$ cat config.mk
export PLATFORM = sky130hd
export DESIGN_NAME = block_accumulator
export DESIGN_NICKNAME = d
export VERILOG_FILES = /design/src/rtl/block_accum_pkg.sv /design/src/rtl/block_accumulator.sv
export SDC_FILE = /design/constraint.sdc
export NUM_CORES = 1
export LEC_CHECK = 0
export CORE_MARGIN = 2
export CORE_UTILIZATION = 40
export CTS_BUF_LIST = sky130_fd_sc_hd__clkbuf_4 sky130_fd_sc_hd__clkbuf_8
export DETAILED_ROUTE_END_ITERATION = 10
export GPL_TIMING_DRIVEN = 0
export PLACE_DENSITY_LB_ADDON = 0.12
export SYNTH_ARGS = -nofsm -noshare
export SYNTH_HDL_FRONTEND = slang
export SYNTH_SLANG_ARGS = --single-unit
export TNS_END_PERCENT = 1
$ cat constraint.sdc
create_clock -name clk -period 2.55 [get_ports clk]
set_clock_uncertainty 0.1 [all_clocks]
set_input_delay 0.51 -clock clk [delete_from_list [all_inputs] [get_ports clk]]
set_output_delay 0.51 -clock clk [all_outputs]
set_load 0.05 [all_outputs]
$ cat src/rtl/block_accum_pkg.sv
// Shared types and default sizing for the block accumulator.
package block_accum_pkg;

    typedef enum logic [1:0] {
        IDLE  = 2'd0,
        REQ   = 2'd1,
        ACCUM = 2'd2,
        DONE  = 2'd3
    } accum_state_t;

    localparam int DEF_LOGDEPTH = 6;
    localparam int DEF_WIDTH    = 32;

    // A block sum of 2^logdepth words of width bits needs logdepth extra bits.
    function automatic int calc_accw(input int width, input int logdepth);
        return width + logdepth;
    endfunction

endpackage

$ cat src/rtl/block_accumulator.sv
// Requests one block read, sums the streamed words and hands the sum downstream.
// Optional BLOCK_ACCUM_MAX_EN adds max_out, the largest word of the block.
module block_accumulator
    import block_accum_pkg::*;
#(
    parameter int LOGDEPTH = DEF_LOGDEPTH,
    parameter int WIDTH    = DEF_WIDTH,
    parameter int ACCW     = calc_accw(WIDTH, LOGDEPTH)
) (
    input  logic                clk,
    input  logic                rst_n,
    input  logic                EN_accum,
    output logic                RDY_accum,
    input  logic                RDY_block,
    output logic                EN_blockRead,
    input  logic                VALID_memVal,
    input  logic [WIDTH-1:0]    memVal_data,
    output logic [LOGDEPTH:0]   word_cnt,
    output logic                VALID_sum,
    output logic [ACCW-1:0]     sum_out,
    input  logic                EN_sumTaken
`ifdef BLOCK_ACCUM_MAX_EN
    ,
    output logic [WIDTH-1:0]    max_out
`endif
);

    localparam int                DEPTH    = 1 << LOGDEPTH;
    localparam logic [LOGDEPTH:0] LAST_IDX = (LOGDEPTH+1)'(DEPTH - 1);
    localparam logic [LOGDEPTH:0] CNT_ONE  = (LOGDEPTH+1)'(1);

    function automatic logic [ACCW-1:0] widen(input logic [WIDTH-1:0] d);
        return {{(ACCW-WIDTH){1'b0}}, d};
    endfunction

    accum_state_t      state;
    accum_state_t      state_nxt;
    logic [ACCW-1:0]   acc;
    logic [ACCW-1:0]   acc_sum;
    logic              word_ok;
    logic              last_word;
    logic              start_read;
    logic              sum_taken;

    assign word_ok    = (state == ACCUM) && VALID_memVal;
    assign last_word  = word_ok && (word_cnt == LAST_IDX);
    assign start_read = (state == REQ) && RDY_block;
    assign sum_taken  = (state == DONE) && EN_sumTaken;
    assign acc_sum    = acc + widen(memVal_data);

    always_ff @(posedge clk or negedge rst_n) begin
        if (!rst_n) begin
            state <= IDLE;
        end else begin
            state <= state_nxt;
        end
    end

    always_comb begin
        state_nxt = state;
        case (state)
            IDLE:    if (EN_accum)    state_nxt = REQ;
            REQ:     if (RDY_block)   state_nxt = ACCUM;
            ACCUM:   if (last_word)   state_nxt = DONE;
            DONE:    if (EN_sumTaken) state_nxt = IDLE;
            default:                  state_nxt = IDLE;
        endcase
    end

    // Every output is a register; RDY_accum looks one state ahead so it is high in IDLE.
    always_ff @(posedge clk or negedge rst_n) begin
        if (!rst_n) begin
            RDY_accum    <= 1'b0;
            EN_blockRead <= 1'b0;
            word_cnt     <= '0;
            VALID_sum    <= 1'b0;
            sum_out      <= '0;
            acc          <= '0;
        end else begin
            RDY_accum    <= (state_nxt == IDLE);
            EN_blockRead <= start_read;

            if (start_read) begin
                acc      <= '0;
                word_cnt <= '0;
            end else if (word_ok) begin
                acc      <= acc_sum;
                word_cnt <= word_cnt + CNT_ONE;
            end else if (sum_taken) begin
                word_cnt <= '0;
            end

            if (last_word) begin
                sum_out   <= acc_sum;
                VALID_sum <= 1'b1;
            end else if (sum_taken) begin
                VALID_sum <= 1'b0;
            end
        end
    end

`ifdef BLOCK_ACCUM_MAX_EN
    function automatic logic [WIDTH-1:0] max_of(input logic [WIDTH-1:0] a,
                                                input logic [WIDTH-1:0] b);
        return (a > b) ? a : b;
    endfunction

    logic [WIDTH-1:0] max_acc;

    // Running maximum follows acc; the published copy moves with sum_out.
    always_ff @(posedge clk or negedge rst_n) begin
        if (!rst_n) begin
            max_acc <= '0;
            max_out <= '0;
        end else begin
            if (start_read) begin
                max_acc <= '0;
            end else if (word_ok) begin
                max_acc <= max_of(max_acc, memVal_data);
            end
            if (last_word) begin
                max_out <= max_of(max_acc, memVal_data);
            end
        end
    end
`endif

endmodule

==> reports/results.tsv, run 1 <==
metric	value	unit
final_hold_viol_count	0	
tns	-4.664	ns
final.min_clock_period	2.853	ns
critPathKind	input pin to flip-flop	
drt_iter0_drc	222	
fmax	350.5	MHz
cp_max_fo	7	
max-clock-path-buffers	2	
wl_met1	7.077	mm
p_int	0.004094	W
grt_max_degree	46	
antenna_found_initial	2	
clk_pin_slew	0.09	ns
swShare	0.4243	
synthTopCellsByCount	nand2_1 (98), dfrtp_1 (88), a21oi_1 (36)	
yosysUniqueCellTypes	62	
ios	86	
cp-start-kind	input pin	
drive_gt1_frac	0.1739	
met2_wirelength	6.802	mm
yosysTopAreaCell	dfrtp_1	
required	2.74	ns
rr_worst_depth	11	
r2r_start	acc[8]$_DFFE_PN0P_	
yosysTopAreaCellShare	0.4138	
slew_headroom	0.5434	
htreeDepth	3	
core_area	13140	µm²
die_w	119.3	µm
slew_violations	0	
setup_viol	31	
num_rows	42	
power_density	995.4	nW/µm²
fp.dieArea	14240	µm²
ys_warn_count	0	
final_nets	763	
dr_wl_met3	678	µm
cts_tree	done	
hold_buffers	0	
routed_wirelength	14.86	mm
final_core_util	0.5438	
arrival	3.05	ns
synth_fp_nets	653	
num_vias	4853	
status	finished with violations	
post-route-period-util	1.119	
ys_async_sr_fraction	1.000	
grtUsageTotal	0.2174	
netlist_top_cells_area	dfrtp_1 (41%), ha_1 (7.8%), nand2_1 (6.9%)	
p_comb_frac	0.583	
syn_area	5321	µm²
vias_per_cell	5.553	
hpwl	10.48	mm
grt_pass1_vias	4771	
synth.most_common_cell	nand2_1	
worstSkewPairLatency	0.38	ns
cts_sinks	88	
syn_inst	581	
yosys_most_used_dff	dfrtp_1	
drv_cap	0	
end_kind	flip-flop	
synth_area_per_cell	9.159	µm²
ant_nets	0	
p_seq_frac	0.276	
top_layer	met4	
die_h	119.3	µm
detail_route.wl_per_cell	17.00	µm
area_growth	34.26	%
synth_edf_count	0	
port_buffers	85	
initial_core_util	0.4050	
worst_pin_slew	0.6848	ns
setup_slack	-0.3035	ns
clkPwrFrac	0.141	
p_leak	3.106	nW
hold_class	input pin to async pin	
reg2reg_to	sum_out[24]$_DFFE_PN0P_	
cts_buffers	9	
switchingPower	0.003017	W
globalplace.congestion	0.9272	
grt_pass1_wl	24.50	mm
root_buffer	clkbuf_8	
ir_worst_vdd	0.0005097	V
startpoint	memVal_data[25]	
ys_seq_elements	88	
violations	setup timing	
rsz0062_at_grt	true	
r2r_setup_slack	-0.26	ns
drc	0	
first_pass_iters	4	
seq_area_frac_synth	0.4138	
overflow	0	
## metal layers
layer,vias to the layer above,global-route usage
li1,2330,-
met1,2385,0.2965
met2,115,0.3445
met3,23,0.04262
met4,0,0.07941
met5,-,0
## timing repair
action                     in CTS  in global routing
setup endpoints to repair      57                 63
cloned                          1                  0
resized for setup              61                 26
pin swaps                      29                 24
buffers inserted               13                  2
## placed cells by master (no fill, tap or decap), types with 5 or more instances in the layout
master / netlist / routed
nand2_1: 98 / 96
a22o_1: 28 / 28
ha_4: 0 / 15
or3_1: 8 / 7
clkbuf_1: 26 / 19
o21ai_0: 32 / 27
a21o_1: 9 / 8
a21oi_1: 36 / 29
o31ai_1: 7 / 5
clkbuf_8: 0 / 9
nor2_1: 28 / 24
nor3_1: 9 / 6
ha_2: 0 / 5
o21bai_1: 6 / 6
nand4_1: 9 / 9
dlygate4sd2_1: 0 / 9
a31oi_1: 9 / 7
o211ai_1: 7 / 7
ha_1: 33 / 13
clkdlybuf4s50_1: 0 / 73
xnor2_1: 16 / 15
and3_1: 6 / 5
buf_4: 0 / 16
dfrtp_1: 88 / 88
inv_1: 19 / 18
clkbuf_2: 1 / 5
nand3_1: 18 / 18
xor2_1: 12 / 12
a21oi_2: 1 / 8
mux2_2: 12 / 12
o21ai_1: 4 / 7
## per-stage QoR
| stage | hold WS (ns) | instance area (µm²) | worst slack [ns] | total power, W | cells |
|---|---|---|---|---|---|
| after global placement | 0.3576 | 6471 | -2.556 | 0.005354 | 842 |
| after CTS | 0.03375 | 7034 | -0.3632 | 0.006949 | 870 |
| after global routing | 0.06999 | 7144 | -0.4181 | 0.007651 | 874 |
| final | 0.02402 | 7144 | -0.3035 | 0.007111 | 874 |
| after detailed placement | 0.3614 | 6496 | -1.188 | 0.005414 | 843 |
| after floorplan | 0.1144 | 5400 | -0.1377 | 0.004624 | 581 |
## how the worst max path moves through the flow
stage	to	slack [ns]	depth (start not counted)
final	sum_out[36]$_DFFE_PN0P_	-0.30	11
after global routing	sum_out[34]$_DFFE_PN0P_	-0.42	12
after CTS	acc[35]$_DFFE_PN0P_	-0.36	12
after detailed placement	acc[34]$_DFFE_PN0P_	-1.19	12
after global placement	sum_out[34]$_DFFE_PN0P_	-2.56	1
after floorplan	sum_out[33]$_DFFE_PN0P_	-0.14	9
## worst max-delay path: stages
cell and delay (ns):
clkdlybuf4s50_1 0.45, ha_1 0.30, clkbuf_2 0.18, a211oi_2 0.26, nor2b_1 0.20, o31ai_2 0.11, a211o_1 0.35, a21oi_4 0.25
buf_4 0.16, o21ai_0 0.08, a31oi_1 0.19
## cell type report
cell class | count | area, µm²
inverters | 20 | 75.07
flip-flops and latches | 88 | 2202
diodes | 2 | 5.005
clock buffers | 13 | 153.9
repair buffers | 101 | 979.7
clock inverters | 3 | 42.54
multi-input cells | 445 | 3347
well taps | 176 | 220.2
plain buffers | 26 | 118.9
fillers | 1200 | 5993
## state kept, by name, summed over array words and instances, names as in the netlist
signal        flops
sum_out          38
EN_blockRead      1
RDY_accum         1
VALID_sum         1
word_cnt          7
acc              38
state             2
## power by group through the flow
stage / clock network, W / registers [W] / logic, W
finish: 0.00100 / 0.00196 / 0.00414
global route: 0.00109 / 0.00200 / 0.00456
CTS: 0.00103 / 0.00195 / 0.00397
detailed placement: 0 / 0.00194 / 0.00347
global placement: 0 / 0.00194 / 0.00342
floorplan: 0 / 0.00197 / 0.00265
## kinds of logic after synthesis
group | synth area share
and+or+nand+nor | 0.1698
muxes | 0.03315
DFF | 0.4138
adders and majority gates | 0.08136
buffers and inverters | 0.03527
xor gates and xnor gates | 0.04608
AOI/OAI and AO/OA | 0.2206
Note: power is estimated with default switching activity, not from simulation.
==> inputs of run 2 (changes only) <==
clock period = 3.06 ns   (was 2.55 ns; I/O delays follow)
==> run 2 against run 1 <==
- the run now ends clean
- worst hold slack better by 0.045 ns
- register-to-register slack better by 0.43 ns
- worst setup slack better by 0.34 ns
- cell area down 2.5%
- sequential power down 17%
- global-route usage down 0.40 points
- combinational power down 21%
- flip-flop and latch count unchanged
- total power down 18%
- die area unchanged
- first-iteration DRC count up 65%
- critical path type unchanged
- largest cell class unchanged
- highest routed layer unchanged
==> reports/results.tsv, run 2 (synthesis gave the netlist of run 1 again) <==
metric	value	unit	change
p_total	0.005821	W	-18%
ir_worst_vdd	0.0003737	V	-27%
slew_headroom	0.3864		-0.1571
grt_max_degree	60		+30%
die_w	119.3	µm	unchanged
globalplace.congestion	0.8996		-3.0%
routed_wirelength	14.82	mm	-0.28%
hold_class	input pin to async pin		
multi_input_area	3176	µm²	-5.1%
rr_worst_depth	10		-1
cts_sinks	88		unchanged
slew_violations	0		unchanged
grt_pass1_vias	4746		-0.52%
ant_nets	0		unchanged
grtUsageTotal	0.2134		-0.003983
layout_commonest_cell	nand2_1		
antenna_found_initial	0		-2
diodes	0		-2
reg_top3	acc x38, sum_out x38, word_cnt x7		
num_rows	42		unchanged
end_kind	flip-flop		
arrival	3.19	ns	+0.14 ns
clk_pin_slew	0.09	ns	about the same
worst_pin_slew	0.9170	ns	+0.2322 ns
setup_viol	0		-100%
fmax	331.0	MHz	
p_leak	3.096	nW	-0.34%
grt_pass1_wl	24.01	mm	-2.0%
placed_area	6417	µm²	-1.2%
root_buffer	clkbuf_8		
final_nets	757		-0.79%
regArea	2202	µm²	unchanged
initial_core_util	0.4050		unchanged
final_hold_viol_count	0		unchanged
r2r_start	acc[10]$_DFFE_PN0P_		
r2r_setup_slack	0.17	ns	+0.43 ns
cp-start-kind	input pin		
final.min_clock_period	3.021	ns	
first_pass_iters	5		+1
critPathKind	input pin to flip-flop		
worstSkewPairLatency	0.37	ns	about the same
setup_slack	0.03863	ns	+0.3421 ns
port_buffers	85		unchanged
status	complete, no violations		
dp_worst_setup_slack	-0.9079	ns	+0.2804 ns
drive_gt1_frac	0.1217		-0.05211
core_area	13140	µm²	unchanged
area_growth	30.87	%	
fin_cells	866		-0.92%
post-route-period-util	0.9874		
vias_per_cell	5.531		-0.39%
drv_cap	0		unchanged
max-clock-path-buffers	2		unchanged
holdWs	0.06926	ns	+0.04523 ns
detail_route.wl_per_cell	17.11	µm	+0.65%
required	3.22	ns	+0.48 ns
cts_tree	done		
cts_buffers	9		unchanged
critPathCapture	sum_out[31]$_DFFE_PN0P_		
n_fill_cell	1252		+4.3%
layout_common_cells	nand2_1 (97), dfrtp_1 (88), clkdlybuf4s50_1 (75)		
rsz0062_at_grt	true		
reg2reg_to	sum_out[31]$_DFFE_PN0P_		
htreeDepth	3		unchanged
fp.dieArea	14240	µm²	unchanged
dp.cells	843		unchanged
cp_max_fo	7		unchanged
hpwl	10.63	mm	+1.4%
drc	0		unchanged
drt_iter0_drc	367		+65%
die_h	119.3	µm	unchanged
num_vias	4790		-1.3%
startpoint	memVal_data[22]		
overflow	0		unchanged
power_density	835.8	nW/µm²	-16%
ios	86		unchanged
final_area	6964	µm²	-2.5%
[run 2: cell types whose count changed in the layout (fill, tap and decap cells not counted), sizes merged]
cell	before	now
dlygate4sd2	9	4
clkdlybuf4s50	73	75
clkbuf	37	40
buf	19	11
clkdlybuf4s15	1	0
clkinvlp	1	0
dlymetal6s2s	1	5
bufinv	1	2
diode	2	0
a21oi	38	37
[run 2: metrics by stage]
| step | utilization | TNS [ns] |
|---|---|---|
| 6_report | 0.5301 | 0 |
| 2_1_floorplan | - | 0 |
| 3_3_place_gp | 0.4866 | -206.94 |
| 4_1_cts | 0.5157 | -0.08963 |
| 3_5_place_dp | 0.4885 | -23.69 |
| 5_1_grt | 0.5301 | -0.2295 |
[run 2: timing repair]
action | in CTS | in global routing
resized for setup | 22 | 36
setup buffers | 3 | 6
hold buffers | 0 | 0
endpoints found under the setup margin | 29 | 26
pin swaps | 11 | 20
[run 2: area by class of cell]
type                            instances  area share
Clock inverter                          3    0.009342
Sequential cell                        88      0.3162
Clock buffer                           13     0.02300
Inverter                               20     0.01078
Timing Repair Buffer                   95      0.1371
Tap cell                              176     0.03162
Multi-Input combinational cell        444      0.4560
Buffer                                 27     0.01599
[run 2: routing by layer]
metal	global-route usage	share of wire	up-vias
li1	-	-	2324
met1	0.2825	0.47	2316
met2	0.3481	0.47	138
met3	0.05412	0.048	12
met4	0.05809	0.010	0
met5	0	0	-
[run 2: worst min-delay path by stage]
| stage | startpoint | to | slack (ns) | cells past startpoint |
|---|---|---|---|---|
| floorplan | rst_n | EN_blockRead$_DFF_PN0_ | 0.22 | 0 |
| global placement | sum_out[17]$_DFFE_PN0P_ | sum_out[17]$_DFFE_PN0P_ | 0.36 | 2 |
| detailed placement | sum_out[6]$_DFFE_PN0P_ | sum_out[6]$_DFFE_PN0P_ | 0.37 | 2 |
| CTS | rst_n | acc[24]$_DFFE_PN0P_ | 0.06 | 1 |
| global route | rst_n | acc[17]$_DFFE_PN0P_ | 0.08 | 1 |
| finish | rst_n | acc[17]$_DFFE_PN0P_ | 0.07 | 1 |
[run 2: power by group]
part           internal (W)  switching (W)
clock              0.000510       0.000426
sequential          0.00141       0.000204
combinational       0.00142        0.00185
total               0.00335        0.00247
[run 2: critical path, cell delays in order]
cell,delay (ns)
clkdlybuf4s50_1,0.41
ha_1,0.29
clkbuf_2,0.16
a2111oi_1,0.34
o21ai_1,0.12
o311a_1,0.18
o41ai_4,0.33
buf_4,0.20
o31ai_1,0.07
xor2_1,0.17
mux2_2,0.28
==> inputs of run 3 (changes only) <==
GPL_TIMING_DRIVEN = not set   (was 0)
HOLD_SLACK_MARGIN = 0.03   (was not set)
==> run 3 against run 2 <==
- via count rose by 3.8%
- final cell count rose by 8.2%
- critical path depth fell by 1
- first-iteration DRC count fell by 19%
==> reports/results.tsv, run 3 (synthesis gave the netlist of run 1 again) <==
metric	value	unit	change
vias_per_cell	5.307		-4.0%
area_growth	42.30	%	
rsz0062_at_grt	true		
cp_max_fo	5		-2
detail_route.wl_per_cell	16.09	µm	-5.9%
hpwl	10.73	mm	+0.88%
core_area	13140	µm²	unchanged
ios	86		unchanged
reg_top3	acc x38, sum_out x38, word_cnt x7		
cpPeakStageDelay	0.46	ns	+0.05 ns
grtUsageTotal	0.2163		+0.002854
die_w	119.3	µm	unchanged
final_nets	829		+9.5%
slew_violations	0		unchanged
arrival	3.16	ns	-0.03 ns
drc	0		unchanged
dp_worst_setup_slack	-0.5798	ns	+0.3281 ns
dr_wl_met3	564	µm	-21%
setup_viol	0		unchanged
ant_nets	0		unchanged
cts_sinks	88		unchanged
critPathKind	input pin to flip-flop		
cpMaxStageDelayCell	o41ai_4		
num_vias	4973		+3.8%
drive_gt1_frac	0.2326		+0.1108
fp.dieArea	14240	µm²	unchanged
p_leak	3.567	nW	+15%
grt_pass1_wl	24.69	mm	+2.8%
max-clock-path-buffers	2		unchanged
hold_buffers	0		unchanged
antenna_found_initial	0		unchanged
wl_met1	7.155	mm	+2.9%
hold_class	input pin to async pin		
required	3.23	ns	about the same
final_hold_viol_count	0		unchanged
status	complete, no violations		
first_pass_iters	5		unchanged
clk_pin_slew	0.09	ns	about the same
die_h	119.3	µm	unchanged
worstSkewPairLatency	0.38	ns	about the same
top_layer	met4		
ir_worst_vdd	0.0003987	V	+6.7%
cts_buffers	9		unchanged
worst_pin_slew	0.5109	ns	-0.4062 ns
cp-start-kind	input pin		
path_buf_inv	2		-1
initial_core_util	0.4050		unchanged
setup_slack	0.07228	ns	+0.03365 ns
layout_common_cells	buf_4 (107), nand2_1 (98), dfrtp_1 (88)		
crit_chain	clkdlybuf4s50_1, ha_1, a2111oi_2, o21ai_1, o311a_1, buf_4, o41ai_4, o21ai_1, xor2_1, mux2_2		
drv_cap	0		unchanged
grt_pass1_vias	5031		+6.0%
p_total	0.006499	W	+12%
tns	0	ns	unchanged
overflow	0		unchanged
fmax	334.7	MHz	+1.1%
routed_wirelength	15.08	mm	+1.8%
port_buffers	85		unchanged
final_core_util	0.5764		+0.04629
globalplace.congestion	0.8930		-0.73%
crit_top_cell	o21ai_1		
cp_top_family	compound AO/OA/AOI/OAI gates		
end_kind	flip-flop		
met2_wirelength	7.159	mm	+2.3%
drt_iter0_drc	299		-19%
final.min_clock_period	2.988	ns	-0.03365 ns
post-route-period-util	0.9764		-0.01100
htreeDepth	3		unchanged
grt_max_degree	57		-5.0%
num_rows	42		unchanged
layout_commonest_cell	buf_4		
root_buffer	clkbuf_8		
cts_tree	done		
diodes	0		unchanged
power_density	858.3	nW/µm²	+2.7%
slew_headroom	0.6540		+0.2677
## run 3: cell types whose count changed in the layout (fill, tap and decap cells not counted), sizes merged
cell / before / now
clkinv: 2 / 3
buf: 11 / 110
dlymetal6s2s: 5 / 9
dlygate4sd2: 4 / 0
clkbuf: 40 / 11
## run 3: per-layer routing
metal / track usage / up-vias
met3: 0.03352 / 11
li1: - / 2453
met1: 0.2916 / 2390
met4: 0.07279 / 0
met2: 0.3560 / 119
met5: 0 / -
## run 3: cell type report
class | instances | area (µm²)
multi-input cells | 444 | 3157
well taps | 176 | 220.2
repair buffers | 194 | 1709
flip-flops and latches | 88 | 2202
inverters | 20 | 75.07
fillers | 1182 | 5565
clock buffers | 11 | 138.9
clock inverters | 4 | 70.07
## run 3: through the flow
stage	hold slack (ns)	cells	instance area, µm²
3_5_place_dp	0.3646	913	7051
4_1_cts	0.08430	930	7322
2_1_floorplan	0.2164	581	5321
3_3_place_gp	0.3570	913	7051
5_1_grt	0.09658	937	7572
6_report	0.07045	937	7572
## run 3: what timing repair did
| item | in CTS | in global routing |
|---|---|---|
| resized for setup | 11 | 38 |
| endpoints found under the setup margin | 22 | 31 |
| pin swaps | 10 | 22 |
| buffers inserted | 2 | 7 |
| endpoints found under the hold margin | 0 | 0 |
## run 3: where the power goes
part | internal [W] | leakage (nW) | switching [W] | total, W
clock | 0.000472 | 0.110 | 0.000445 | 0.000917
combinational | 0.00200 | 2.30 | 0.00195 | 0.00394
sequential | 0.00141 | 1.16 | 0.000224 | 0.00164
total | 0.00388 | 3.57 | 0.00261 | 0.00650
## run 3: path summary, 6_finish.rpt
path | end | cells past startpoint | startpoint | slack, ns
worst max register to register | sum_out[32]$_DFFE_PN0P_ | 12 | acc[10]$_DFFE_PN0P_ | 0.17
worst max-delay path | sum_out[27]$_DFFE_PN0P_ | 10 | memVal_data[22] | 0.07
min in group clk | sum_out[17]$_DFFE_PN0P_ | 2 | sum_out[17]$_DFFE_PN0P_ | 0.38
worst min register to register | sum_out[17]$_DFFE_PN0P_ | 2 | sum_out[17]$_DFFE_PN0P_ | 0.38
max in group asynchronous | acc[35]$_DFFE_PN0P_ | 2 | rst_n | 2.11
worst min-delay path | sum_out[20]$_DFFE_PN0P_ | 1 | rst_n | 0.07
